<file path="src/rtl/core_ex_trap_ctrl_if.sv">
// Redirect handshake between the trap controller and the pipeline.
// The controller drives the request and target; the pipeline acknowledges.
interface core_ex_trap_ctrl_if #(
  parameter int PC_WIDTH = 32
);
  logic                flush_req;
  logic [PC_WIDTH-1:0] flush_pc;
  logic                flush_ack;

  modport master (
    output flush_req,
    output flush_pc,
    input  flush_ack
  );

  modport slave (
    input  flush_req,
    input  flush_pc,
    output flush_ack
  );
endinterface

</file>
<file path="src/rtl/core_ex_trap_ctrl.sv">
// Machine-mode trap controller: trap CSRs, cause priority, mret,
// direct/vectored redirect and a registered flush request held until ack.
module core_ex_trap_ctrl #(
  parameter int               XLEN         = 32,
  parameter int               PC_WIDTH     = 32,
  parameter int               NUM_PLAT_IRQ = 0,
  parameter bit               VECTORED_EN  = 1'b1,
  parameter logic [XLEN-1:0]  MTVEC_RESET  = '0
) (
  input  logic                clk,
  input  logic                rst,
  input  logic                cmt_valid,
  input  logic [PC_WIDTH-1:0] cmt_pc,
  input  logic [31:0]         cmt_instr,
  input  logic                excp_ecall,
  input  logic                excp_ebreak,
  input  logic                excp_illegal,
  input  logic                excp_ld_misalign,
  input  logic                excp_st_misalign,
  input  logic                excp_mret,
  input  logic [XLEN-1:0]     excp_badaddr,
  input  logic [2:0]          irq_pending,
  input  logic [(NUM_PLAT_IRQ > 0 ? NUM_PLAT_IRQ : 1)-1:0]
                              plat_irq_pending,
  input  logic                csr_wr_en,
  input  logic [11:0]         csr_addr,
  input  logic [XLEN-1:0]     csr_wdata,
  output logic [XLEN-1:0]     csr_rdata,
  output logic                csr_hit,
  core_ex_trap_ctrl_if.master flush_if,
  output logic                trap_busy
);

  localparam logic [0:0] S_IDLE = 1'b0;
  localparam logic [0:0] S_REQ  = 1'b1;

  localparam logic [11:0] A_MSTATUS  = 12'h300;
  localparam logic [11:0] A_MIE      = 12'h304;
  localparam logic [11:0] A_MTVEC    = 12'h305;
  localparam logic [11:0] A_MSCRATCH = 12'h340;
  localparam logic [11:0] A_MEPC     = 12'h341;
  localparam logic [11:0] A_MCAUSE   = 12'h342;
  localparam logic [11:0] A_MTVAL    = 12'h343;
  localparam logic [11:0] A_MIP      = 12'h344;

  function automatic logic [XLEN-1:0] irq_mask();
    logic [XLEN-1:0] m;
    m     = '0;
    m[3]  = 1'b1;
    m[7]  = 1'b1;
    m[11] = 1'b1;
    for (int i = 0; i < NUM_PLAT_IRQ; i++) m[16+i] = 1'b1;
    return m;
  endfunction

  localparam logic [XLEN-1:0] MIE_MASK = irq_mask();

  logic [0:0]          state_q, state_d;
  logic                st_mie_q, st_mie_d;
  logic                st_mpie_q, st_mpie_d;
  logic [XLEN-1:0]     mie_q, mie_d;
  logic [XLEN-3:0]     tvec_base_q, tvec_base_d;
  logic                tvec_mode_q, tvec_mode_d;
  logic [XLEN-1:0]     mscratch_q, mscratch_d;
  logic [XLEN-1:0]     mepc_q, mepc_d;
  logic [XLEN-1:0]     mcause_q, mcause_d;
  logic [XLEN-1:0]     mtval_q, mtval_d;
  logic [PC_WIDTH-1:0] fpc_q, fpc_d;

  logic [XLEN-1:0] mip;
  logic [XLEN-1:0] irq_en;
  logic            plat_hit;
  logic [4:0]      plat_code;
  logic            take_trap;
  logic            take_mret;
  logic            is_irq;
  logic [4:0]      code;
  logic [XLEN-1:0] tval;
  logic [XLEN-1:0] trap_tgt;
  logic            unused_ok;

  always_comb begin
    mip     = '0;
    mip[3]  = irq_pending[0];
    mip[7]  = irq_pending[1];
    mip[11] = irq_pending[2];
    for (int i = 0; i < NUM_PLAT_IRQ; i++)
      mip[16+i] = plat_irq_pending[i];
  end

  assign irq_en = mip & mie_q & {XLEN{st_mie_q}};
  assign unused_ok = ^{plat_irq_pending, irq_en};

  // Scan downwards so the lowest-numbered pending line wins.
  always_comb begin
    plat_hit  = 1'b0;
    plat_code = 5'd0;
    for (int i = NUM_PLAT_IRQ - 1; i >= 0; i--) begin
      if (irq_en[16+i]) begin
        plat_hit  = 1'b1;
        plat_code = 5'd16 + 5'(i);
      end
    end
  end

  always_comb begin
    take_trap = 1'b0;
    take_mret = 1'b0;
    is_irq    = 1'b0;
    code      = 5'd0;
    tval      = '0;
    if (state_q == S_IDLE && cmt_valid) begin
      take_trap = 1'b1;
      if (irq_en[11]) begin
        is_irq = 1'b1;
        code   = 5'd11;
      end else if (irq_en[3]) begin
        is_irq = 1'b1;
        code   = 5'd3;
      end else if (irq_en[7]) begin
        is_irq = 1'b1;
        code   = 5'd7;
      end else if (plat_hit) begin
        is_irq = 1'b1;
        code   = plat_code;
      end else if (excp_illegal) begin
        code = 5'd2;
        tval = XLEN'(cmt_instr);
      end else if (excp_ebreak) begin
        code = 5'd3;
        tval = XLEN'(cmt_pc);
      end else if (excp_ecall) begin
        code = 5'd11;
      end else if (excp_ld_misalign) begin
        code = 5'd4;
        tval = excp_badaddr;
      end else if (excp_st_misalign) begin
        code = 5'd6;
        tval = excp_badaddr;
      end else begin
        take_trap = 1'b0;
        take_mret = excp_mret;
      end
    end
  end

  assign trap_tgt = {tvec_base_q, 2'b00}
                  + ((tvec_mode_q && is_irq)
                     ? {{(XLEN-7){1'b0}}, code, 2'b00}
                     : '0);

  always_comb begin
    state_d     = state_q;
    st_mie_d    = st_mie_q;
    st_mpie_d   = st_mpie_q;
    mie_d       = mie_q;
    tvec_base_d = tvec_base_q;
    tvec_mode_d = tvec_mode_q;
    mscratch_d  = mscratch_q;
    mepc_d      = mepc_q;
    mcause_d    = mcause_q;
    mtval_d     = mtval_q;
    fpc_d       = fpc_q;
    // A write racing a trap or mret is dropped so trap state stays coherent.
    if (csr_wr_en && !(take_trap || take_mret)) begin
      unique case (csr_addr)
        A_MSTATUS: begin
          st_mie_d  = csr_wdata[3];
          st_mpie_d = csr_wdata[7];
        end
        A_MIE:      mie_d = csr_wdata & MIE_MASK;
        A_MTVEC: begin
          tvec_base_d = csr_wdata[XLEN-1:2];
          tvec_mode_d = VECTORED_EN && (csr_wdata[1:0] == 2'b01);
        end
        A_MSCRATCH: mscratch_d = csr_wdata;
        A_MEPC:     mepc_d = {csr_wdata[XLEN-1:2], 2'b00};
        A_MCAUSE:   mcause_d = csr_wdata;
        A_MTVAL:    mtval_d = csr_wdata;
        default: ;
      endcase
    end
    if (take_trap) begin
      mepc_d    = {XLEN'(cmt_pc) >> 2, 2'b00};
      mcause_d  = {is_irq, (XLEN-1)'(code)};
      mtval_d   = tval;
      st_mpie_d = st_mie_q;
      st_mie_d  = 1'b0;
      fpc_d     = PC_WIDTH'(trap_tgt);
      state_d   = S_REQ;
    end else if (take_mret) begin
      st_mie_d  = st_mpie_q;
      st_mpie_d = 1'b1;
      fpc_d     = PC_WIDTH'(mepc_q);
      state_d   = S_REQ;
    end
    if (state_q == S_REQ && flush_if.flush_ack) state_d = S_IDLE;
  end

  always_ff @(posedge clk) begin
    if (rst) begin
      state_q     <= S_IDLE;
      st_mie_q    <= 1'b0;
      st_mpie_q   <= 1'b0;
      mie_q       <= '0;
      tvec_base_q <= MTVEC_RESET[XLEN-1:2];
      tvec_mode_q <= VECTORED_EN && (MTVEC_RESET[1:0] == 2'b01);
      mscratch_q  <= '0;
      mepc_q      <= '0;
      mcause_q    <= '0;
      mtval_q     <= '0;
      fpc_q       <= '0;
    end else begin
      state_q     <= state_d;
      st_mie_q    <= st_mie_d;
      st_mpie_q   <= st_mpie_d;
      mie_q       <= mie_d;
      tvec_base_q <= tvec_base_d;
      tvec_mode_q <= tvec_mode_d;
      mscratch_q  <= mscratch_d;
      mepc_q      <= mepc_d;
      mcause_q    <= mcause_d;
      mtval_q     <= mtval_d;
      fpc_q       <= fpc_d;
    end
  end

  always_comb begin
    csr_rdata = '0;
    csr_hit   = 1'b1;
    unique case (csr_addr)
      A_MSTATUS: begin
        csr_rdata[12:11] = 2'b11;
        csr_rdata[7]     = st_mpie_q;
        csr_rdata[3]     = st_mie_q;
      end
      A_MIE:      csr_rdata = mie_q;
      A_MIP:      csr_rdata = mip;
      A_MTVEC:    csr_rdata = {tvec_base_q, 1'b0, tvec_mode_q};
      A_MSCRATCH: csr_rdata = mscratch_q;
      A_MEPC:     csr_rdata = mepc_q;
      A_MCAUSE:   csr_rdata = mcause_q;
      A_MTVAL:    csr_rdata = mtval_q;
      default:    csr_hit = 1'b0;
    endcase
  end

  assign flush_if.flush_req = (state_q == S_REQ);
  assign flush_if.flush_pc  = fpc_q;
  assign trap_busy          = (state_q == S_REQ);

endmodule

</file>
<file path="src/flat_wrapper.sv">
// flat-port wrapper written by rule: the top's interface ports become plain ports
module core_ex_trap_ctrl_flat 
#(
  parameter int               XLEN         = 32,
  parameter int               PC_WIDTH     = 32,
  parameter int               NUM_PLAT_IRQ = 0,
  parameter bit               VECTORED_EN  = 1'b1,
  parameter logic [XLEN-1:0]  MTVEC_RESET  = '0
)
  (clk, rst, cmt_valid, cmt_pc, cmt_instr, excp_ecall, excp_ebreak, excp_illegal, excp_ld_misalign, excp_st_misalign, excp_mret, excp_badaddr, irq_pending, plat_irq_pending, csr_wr_en, csr_addr, csr_wdata, csr_rdata, csr_hit, trap_busy, flush_if_flush_req, flush_if_flush_pc, flush_if_flush_ack);
  core_ex_trap_ctrl_if #(.PC_WIDTH(PC_WIDTH)) flush_if_i ();
  input  logic clk;
  input  logic rst;
  input  logic cmt_valid;
  input  logic [PC_WIDTH-1:0] cmt_pc;
  input  logic [31:0] cmt_instr;
  input  logic excp_ecall;
  input  logic excp_ebreak;
  input  logic excp_illegal;
  input  logic excp_ld_misalign;
  input  logic excp_st_misalign;
  input  logic excp_mret;
  input  logic [XLEN-1:0] excp_badaddr;
  input  logic [2:0] irq_pending;
  input  logic [(NUM_PLAT_IRQ > 0 ? NUM_PLAT_IRQ : 1)-1:0] plat_irq_pending;
  input  logic csr_wr_en;
  input  logic [11:0] csr_addr;
  input  logic [XLEN-1:0] csr_wdata;
  output logic [XLEN-1:0] csr_rdata;
  output logic csr_hit;
  output logic trap_busy;
  output wire logic [$bits(flush_if_i.flush_req)-1:0] flush_if_flush_req;
  output wire logic [$bits(flush_if_i.flush_pc)-1:0] flush_if_flush_pc;
  input wire logic [$bits(flush_if_i.flush_ack)-1:0] flush_if_flush_ack;
  assign flush_if_flush_req = flush_if_i.flush_req;
  assign flush_if_flush_pc = flush_if_i.flush_pc;
  assign flush_if_i.flush_ack = flush_if_flush_ack;
  core_ex_trap_ctrl #(.XLEN(XLEN), .PC_WIDTH(PC_WIDTH), .NUM_PLAT_IRQ(NUM_PLAT_IRQ), .VECTORED_EN(VECTORED_EN), .MTVEC_RESET(MTVEC_RESET)) u_core (.clk(clk), .rst(rst), .cmt_valid(cmt_valid), .cmt_pc(cmt_pc), .cmt_instr(cmt_instr), .excp_ecall(excp_ecall), .excp_ebreak(excp_ebreak), .excp_illegal(excp_illegal), .excp_ld_misalign(excp_ld_misalign), .excp_st_misalign(excp_st_misalign), .excp_mret(excp_mret), .excp_badaddr(excp_badaddr), .irq_pending(irq_pending), .plat_irq_pending(plat_irq_pending), .csr_wr_en(csr_wr_en), .csr_addr(csr_addr), .csr_wdata(csr_wdata), .csr_rdata(csr_rdata), .csr_hit(csr_hit), .flush_if(flush_if_i), .trap_busy(trap_busy));
endmodule
</file>
<file path="config.mk">
export PLATFORM = sky130hd
export DESIGN_NAME = core_ex_trap_ctrl_flat
export DESIGN_NICKNAME = d
export VERILOG_FILES = /design/src/rtl/core_ex_trap_ctrl_if.sv /design/src/rtl/core_ex_trap_ctrl.sv /design/src/flat_wrapper.sv
export SDC_FILE = /design/constraint.sdc
export NUM_CORES = 1
export LEC_CHECK = 0
export CORE_ASPECT_RATIO = 1.2
export CORE_MARGIN = 4
export CORE_UTILIZATION = 53
export CTS_CLUSTER_SIZE = 16
export DETAILED_ROUTE_END_ITERATION = 10
export GPL_ROUTABILITY_DRIVEN = 1
export GPL_TIMING_DRIVEN = 0
export PLACE_DENSITY_LB_ADDON = 0.08
export SLEW_MARGIN = 20
export SYNTH_ARGS = -nofsm -noshare
export SYNTH_HDL_FRONTEND = slang
export SYNTH_SLANG_ARGS = --single-unit
export TNS_END_PERCENT = 5
</file>
<file path="constraint.sdc">
create_clock -name clk -period 5.8 [get_ports clk]
set_clock_uncertainty 0.15 [all_clocks]
set_input_delay 0.87 -clock clk [delete_from_list [all_inputs] [get_ports clk]]
set_output_delay 0.87 -clock clk [all_outputs]
set_load 0.05 [all_outputs]
</file>
* Word-level counts from Yosys, hierarchy flattened *
Index checks and enable logic that the tools add are counted.

word-level totals
  bits of input ports = 155
  register bits = 195
  output and inout port bits = 67

operators by class
  bitwise gates (word level) = 3
  multiplexer cells = 69
  reductions and logical operators = 27
  equality and inequality tests = 9
  add/subtract/negate cells = 1

operators with widths
  operator                                          number
  two-way mux 32 bit                                20
  == test 12 x 10 -> 1 bit (second input constant)  8
  case mux 19 bit (5 select lines)                  1
  case mux 3 bit (5 select lines)                   3
  two-way mux 5 bit                                 8
  adder 32 bit                                      1
  two-way mux 1 bit                                 32
  AND 12 bit                                        2
  AND reduction 2 bit                               9
  case mux 1 bit (8 select lines)                   2
  case mux 2 bit (8 select lines)                   1
  nonzero test 2 bit                                7
  OR reduction 8 bit                                1
  two-way mux 7 bit                                 1
  nonzero test 3 bit                                2
  logical AND 1 bit                                 4
  OR reduction 2 bit                                2
  two-way mux 3 bit                                 1
  == test 2 x 1 -> 1 bit (second input constant)    1
  zero test 1 bit                                   1
  logical OR 1 bit                                  1
  NOT 1 bit                                         1

* Logic depth before layout (Yosys ltp) *
  word-level depth = 15
  gate-level depth with buffers = 16

* Worst setup path before layout *
Ideal clock, no wire load.

  path kind = in2reg
  start = in irq_pending[0]
  end = reg u_core.fpc_q[16] (netlist: u_core.flush_if.flush_pc[16])
  setup slack = 1.735 ns
  library setup time = 0.128 ns
  buffers on the path = 3
  required time = 5.522 ns
  stages on the path = 15
  arrival = 3.787 ns
  cell sequence = a22o_1 > a21o_1 > clkbuf_1 > clkbuf_1 > nand3_1 > inv_1 > ha_1 > fa_1 > a21o_1 > a21oi_1 > clkbuf_1 > nor2_1 > xor2_1 > a222oi_1 > nor2_1

on the way
  longest elaborated chain between the ends = 9
  elaborated cells on any way between the ends = 19
  classes of those cells = add/sub (1); mux (14); bitwise (2); reduce/logical (2)

RTL lines
  what                          line                      RTL
  start: declaration            flat_wrapper.sv:24        input logic [2:0] irq_pending;
  AND 12 bit (*) (2 in series)  core_ex_trap_ctrl.sv:91   assign irq_en = mip & mie_q & {XLEN{st_mie_q}};
  two-way mux 1 bit             core_ex_trap_ctrl.sv:117  end else if (irq_en[3]) begin
  two-way mux 1 bit             core_ex_trap_ctrl.sv:114  if (irq_en[11]) begin
  two-way mux 1 bit             core_ex_trap_ctrl.sv:112  if (state_q == S_IDLE && cmt_valid) begin
  logical AND 1 bit             core_ex_trap_ctrl.sv:148  + ((tvec_mode_q && is_irq)
  two-way mux 7 bit             core_ex_trap_ctrl.sv:149  ? {{(XLEN-7){1'b0}}, code, 2'b00}
  adder 32 bit                  core_ex_trap_ctrl.sv:148
  two-way mux 32 bit            core_ex_trap_ctrl.sv:183  if (take_trap) begin
  end signal: assignment        core_ex_trap_ctrl.sv:224  fpc_q <= fpc_d;
  end: declaration              core_ex_trap_ctrl.sv:68   logic [PC_WIDTH-1:0] fpc_q, fpc_d;

Every way passes the cells marked *; elsewhere a longest branch is shown, timed or not.
A chain may end at the register's enable or synchronous reset.

* Worst setup path after layout *
  start = in csr_addr[11]
  end = out csr_rdata[2]

on the way
  longest elaborated chain between the ends = 2
  elaborated cells on any way between the ends = 6
  classes of those cells = eq/ne (5); mux (1)

RTL lines
  what                                 line                      RTL
  start: declaration                   flat_wrapper.sv:27        input logic [11:0] csr_addr;
  == test 12 x 10 -> 1 bit             core_ex_trap_ctrl.sv:231  unique case (csr_addr)
  case mux 3 bit (5 select lines) (*)  core_ex_trap_ctrl.sv:231
  end: declaration                     flat_wrapper.sv:29        output logic [XLEN-1:0] csr_rdata;

Marked as above.

==> flow_summary_export.csv <==
group,metric,value,unit
sta,drv_slew,0,
synthesis,synthDominantCellAreaShare,38.8,%
detailed_routing,wl_per_cell,24.6,µm
place,place_congestion,0.995,
hold_path,hold_depth,2,
synthesis,netlist_area,9970,µm²
final_layout,synthToLayoutAreaGrowth,30.6,%
sta,maxSlewHeadroom,20.0,%
final_layout,layout.nets,1663,
power_and_ir_drop,ir_worst_vdd,0.228,mV
detailed_routing,num_vias,11574,
synthesis,postSynthAreaPerCell,7.86,µm²
power_and_ir_drop,total_leakage_power,4.48,nW
clocking,clkSinkCount,193,
synthesis,yosysTopAreaCell,"dfxtp_1",
clocking,path_clk_slew,70,ps
grt,grt_pass1_wl,64200,µm
final_layout,antennaDiodeCount,0,
worst_setup_path,ff2ff_path_depth,15,
synthesis,ys_seq_area_share,38.8,%
place,portBuffers,215,
worst_setup_path,arrival,4700,ps
grt,grt_pass1_vias,11157,
floorplanning,fp.dieH,158,µm
detailed_routing,drc_errors,0,
detailed_routing,wl_met1,15900,µm
sta,fmax,175,MHz
detailed_routing,viasPerCell,6.55,
detailed_routing,wl_met2,20100,µm
synthesis,synthDistinctLibCells,62,
floorplanning,die_width,133,µm
grt,grt_antenna_before_repair,0,
sta,setup_ws,78.1,ps
final_layout,layout-drive-gt1-share,6.46,%
synthesis,ys_async_sr_fraction,0,%
floorplanning,initial_core_util,54.5,%
clocking,cts_root_buf,"clkbuf_16",
floorplanning,core,18300,µm²
clocking,cts_hold_buf,0,
sta,post-route-min-period,5720,ps
place,pre_cts_ws,37.7,ps
detailed_routing,ant_nets,0,
sta,period_share,98.7,%
worst_setup_path,crit_type,"primary input to primary output",
synthesis,synth_area_leaders,"dfxtp_1 39%, nand2_1 11%, a21oi_1 6.0%, nor2_1 5.2%, a222oi_1 4.6%",
grt,grt_max_degree,20,
sta,worstMarginPinSlew,1190,ps
hold_path,min_from,"u_core.mcause_q[18]",
final_layout,n_fill_cell,1560,
detailed_routing,highest_layer,"met4",
clocking,tritoncts,"done",
clocking,cts_buffers,17,
floorplanning,rows,54,
detailed_routing,drtIter0Drc,1670,
clocking,clockBufferDepth,2,
synthesis,synth_edf_count,0,
worst_setup_path,cp.required,4780,ps
grt,overflow,0,
floorplanning,die-area,21100,µm²
synthesis,synth_flop_cell,"dfxtp_1",
sta,timing.hold.ws,302,ps
sta,finalSetupViolCount,0,
grt,gr-usage-all-layers,39.9,%
outcome,outcome,"finished clean",
floorplanning,num_io_pins,222,
worst_setup_path,r2r_start,"u_core.st_mie_q",
power_and_ir_drop,power.density,236,nW/µm²
detailed_routing,drt_first_pass_iters,9,
run,maxCapViolCount,0,
sta,hold_violations,0,
clocking,h-tree-depth,4,
sta,fin_tns_setup,0,ps
sta,grt_setup_unrepaired,"false",
worst_setup_path,cp-start-kind,"primary input",
power_and_ir_drop,power,3.07,mW
clocking,clock_latency,450,ps
worst_setup_path,cp_max_fo,10,
place,hpwl,31300,µm
synthesis,ys_warn_count,0,
synthesis,synthCells,1268,
worst_setup_path,endpoint_kind,"primary output",
detailed_routing,wl_met3,5150,µm
synthesis,synth-seq-cells,193,
worst_setup_path,startpoint,"csr_addr[11]",
detailed_routing,routed_wl,43500,µm
final_layout,final_util,71.1,%
hold_path,min_path_type,"flip-flop to flip-flop",
registers in the layout, indices dropped and copies added, names as in the netlist:
signal	count
u_core.flush_if.flush_req	1
u_core.mie_q	3
u_core.mcause_q	32
u_core.mtval_q	32
u_core.tvec_mode_q	1
u_core.st_mie_q	1
u_core.mepc_q	30
u_core.flush_if.flush_pc	30
u_core.mscratch_q	32
u_core.tvec_base_q	30
u_core.st_mpie_q	1
routing by layer:
layer	track usage [%]	vias up
li1	-	5053
met1	48.5	5460
met2	65.3	867
met3	9.54	194
met4	22.6	0
met5	0	-
cell usage after synthesis, types with 19 or more instances:
| cell | number |
|---|---|
| dfxtp_1 | 193 |
| nor3_1 | 26 |
| a311oi_1 | 33 |
| a222oi_1 | 46 |
| buf_2 | 21 |
| a21oi_1 | 120 |
| a22oi_1 | 31 |
| nand2_1 | 292 |
| mux2i_1 | 42 |
| clkbuf_1 | 82 |
| nand3_1 | 19 |
| nor2_1 | 137 |
| o211ai_1 | 29 |
cell type report:
class | instances | area (µm²) | area share, %
multi-input cells | 948 | 5560 | 42.7
flip-flops and latches | 193 | 3860 | 29.7
repair buffers | 215 | 2150 | 16.5
plain buffers | 119 | 522 | 4.01
clock buffers | 18 | 429 | 3.30
well taps | 252 | 315 | 2.42
clock inverters | 14 | 141 | 1.09
inverters | 9 | 33.8 | 0.260
power breakdown:
part           switching (mW)  internal [mW]  leakage, nW
logic                   0.285          0.206         2.63
clock network           0.593          0.573        0.275
registers              0.0405           1.37         1.57
cells by family after synthesis:
logic type / Yosys count / synth area share, %
simple gates: 535 / 23.0
compound gates: 339 / 25.5
flops: 193 / 38.8
buf+inv: 128 / 5.57
mux: 42 / 4.22
xor+xnor: 25 / 2.20
fa+ha+maj: 5 / 0.703
other cells: 1 / 0.0376
through the flow:
| step | instances | cell area [µm²] |
|---|---|---|
| floorplan | 1269 | 9970 |
| CTS | 1768 | 13000 |
| global placement | 1736 | 12400 |
| global route | 1768 | 13000 |
| detailed placement | 1736 | 12400 |
| finish | 1768 | 13000 |
cell usage in the layout, fill, tap and decap left out, drive strengths merged, types with 19 or more instances in the layout:
cell           Yosys  final
o211ai            29     29
dfxtp            193    193
o22ai             26     26
mux2i             42     42
a222oi            46     46
buf               37     37
nor2             137    137
a311oi            33     33
nand3             19     19
a21oi            120    120
clkbuf            82    100
nand2            292    292
a22oi             31     31
a211oi            29     29
clkdlybuf4s50      0    215
nor3              27     27
final timing paths:
| kind | end | slack (ps) |
|---|---|---|
| max | csr_rdata[2] | 80 |
| min | u_core.mcause_q[18] | 300 |
| max reg2reg | u_core.flush_if.flush_pc[27] | 770 |
| min reg2reg | u_core.mcause_q[18] | 300 |
critical path, stage by stage:
cell             delay [ps]
clkdlybuf4s50_1         430
nor4b_2                 480
nand3_1                 230
nor3_1                  860
clkbuf_1                580
a22oi_1                 250
o211ai_1                150
clkdlybuf4s50_1         840
what timing repair did:
action | 4_1_cts | 5_1_grt
resized for setup | 0 | 1
setup buffers | 0 | 0
setup endpoints to repair | 0 | 1
hold endpoints to repair | 0 | 0
(Power assumes the default switching activity.)
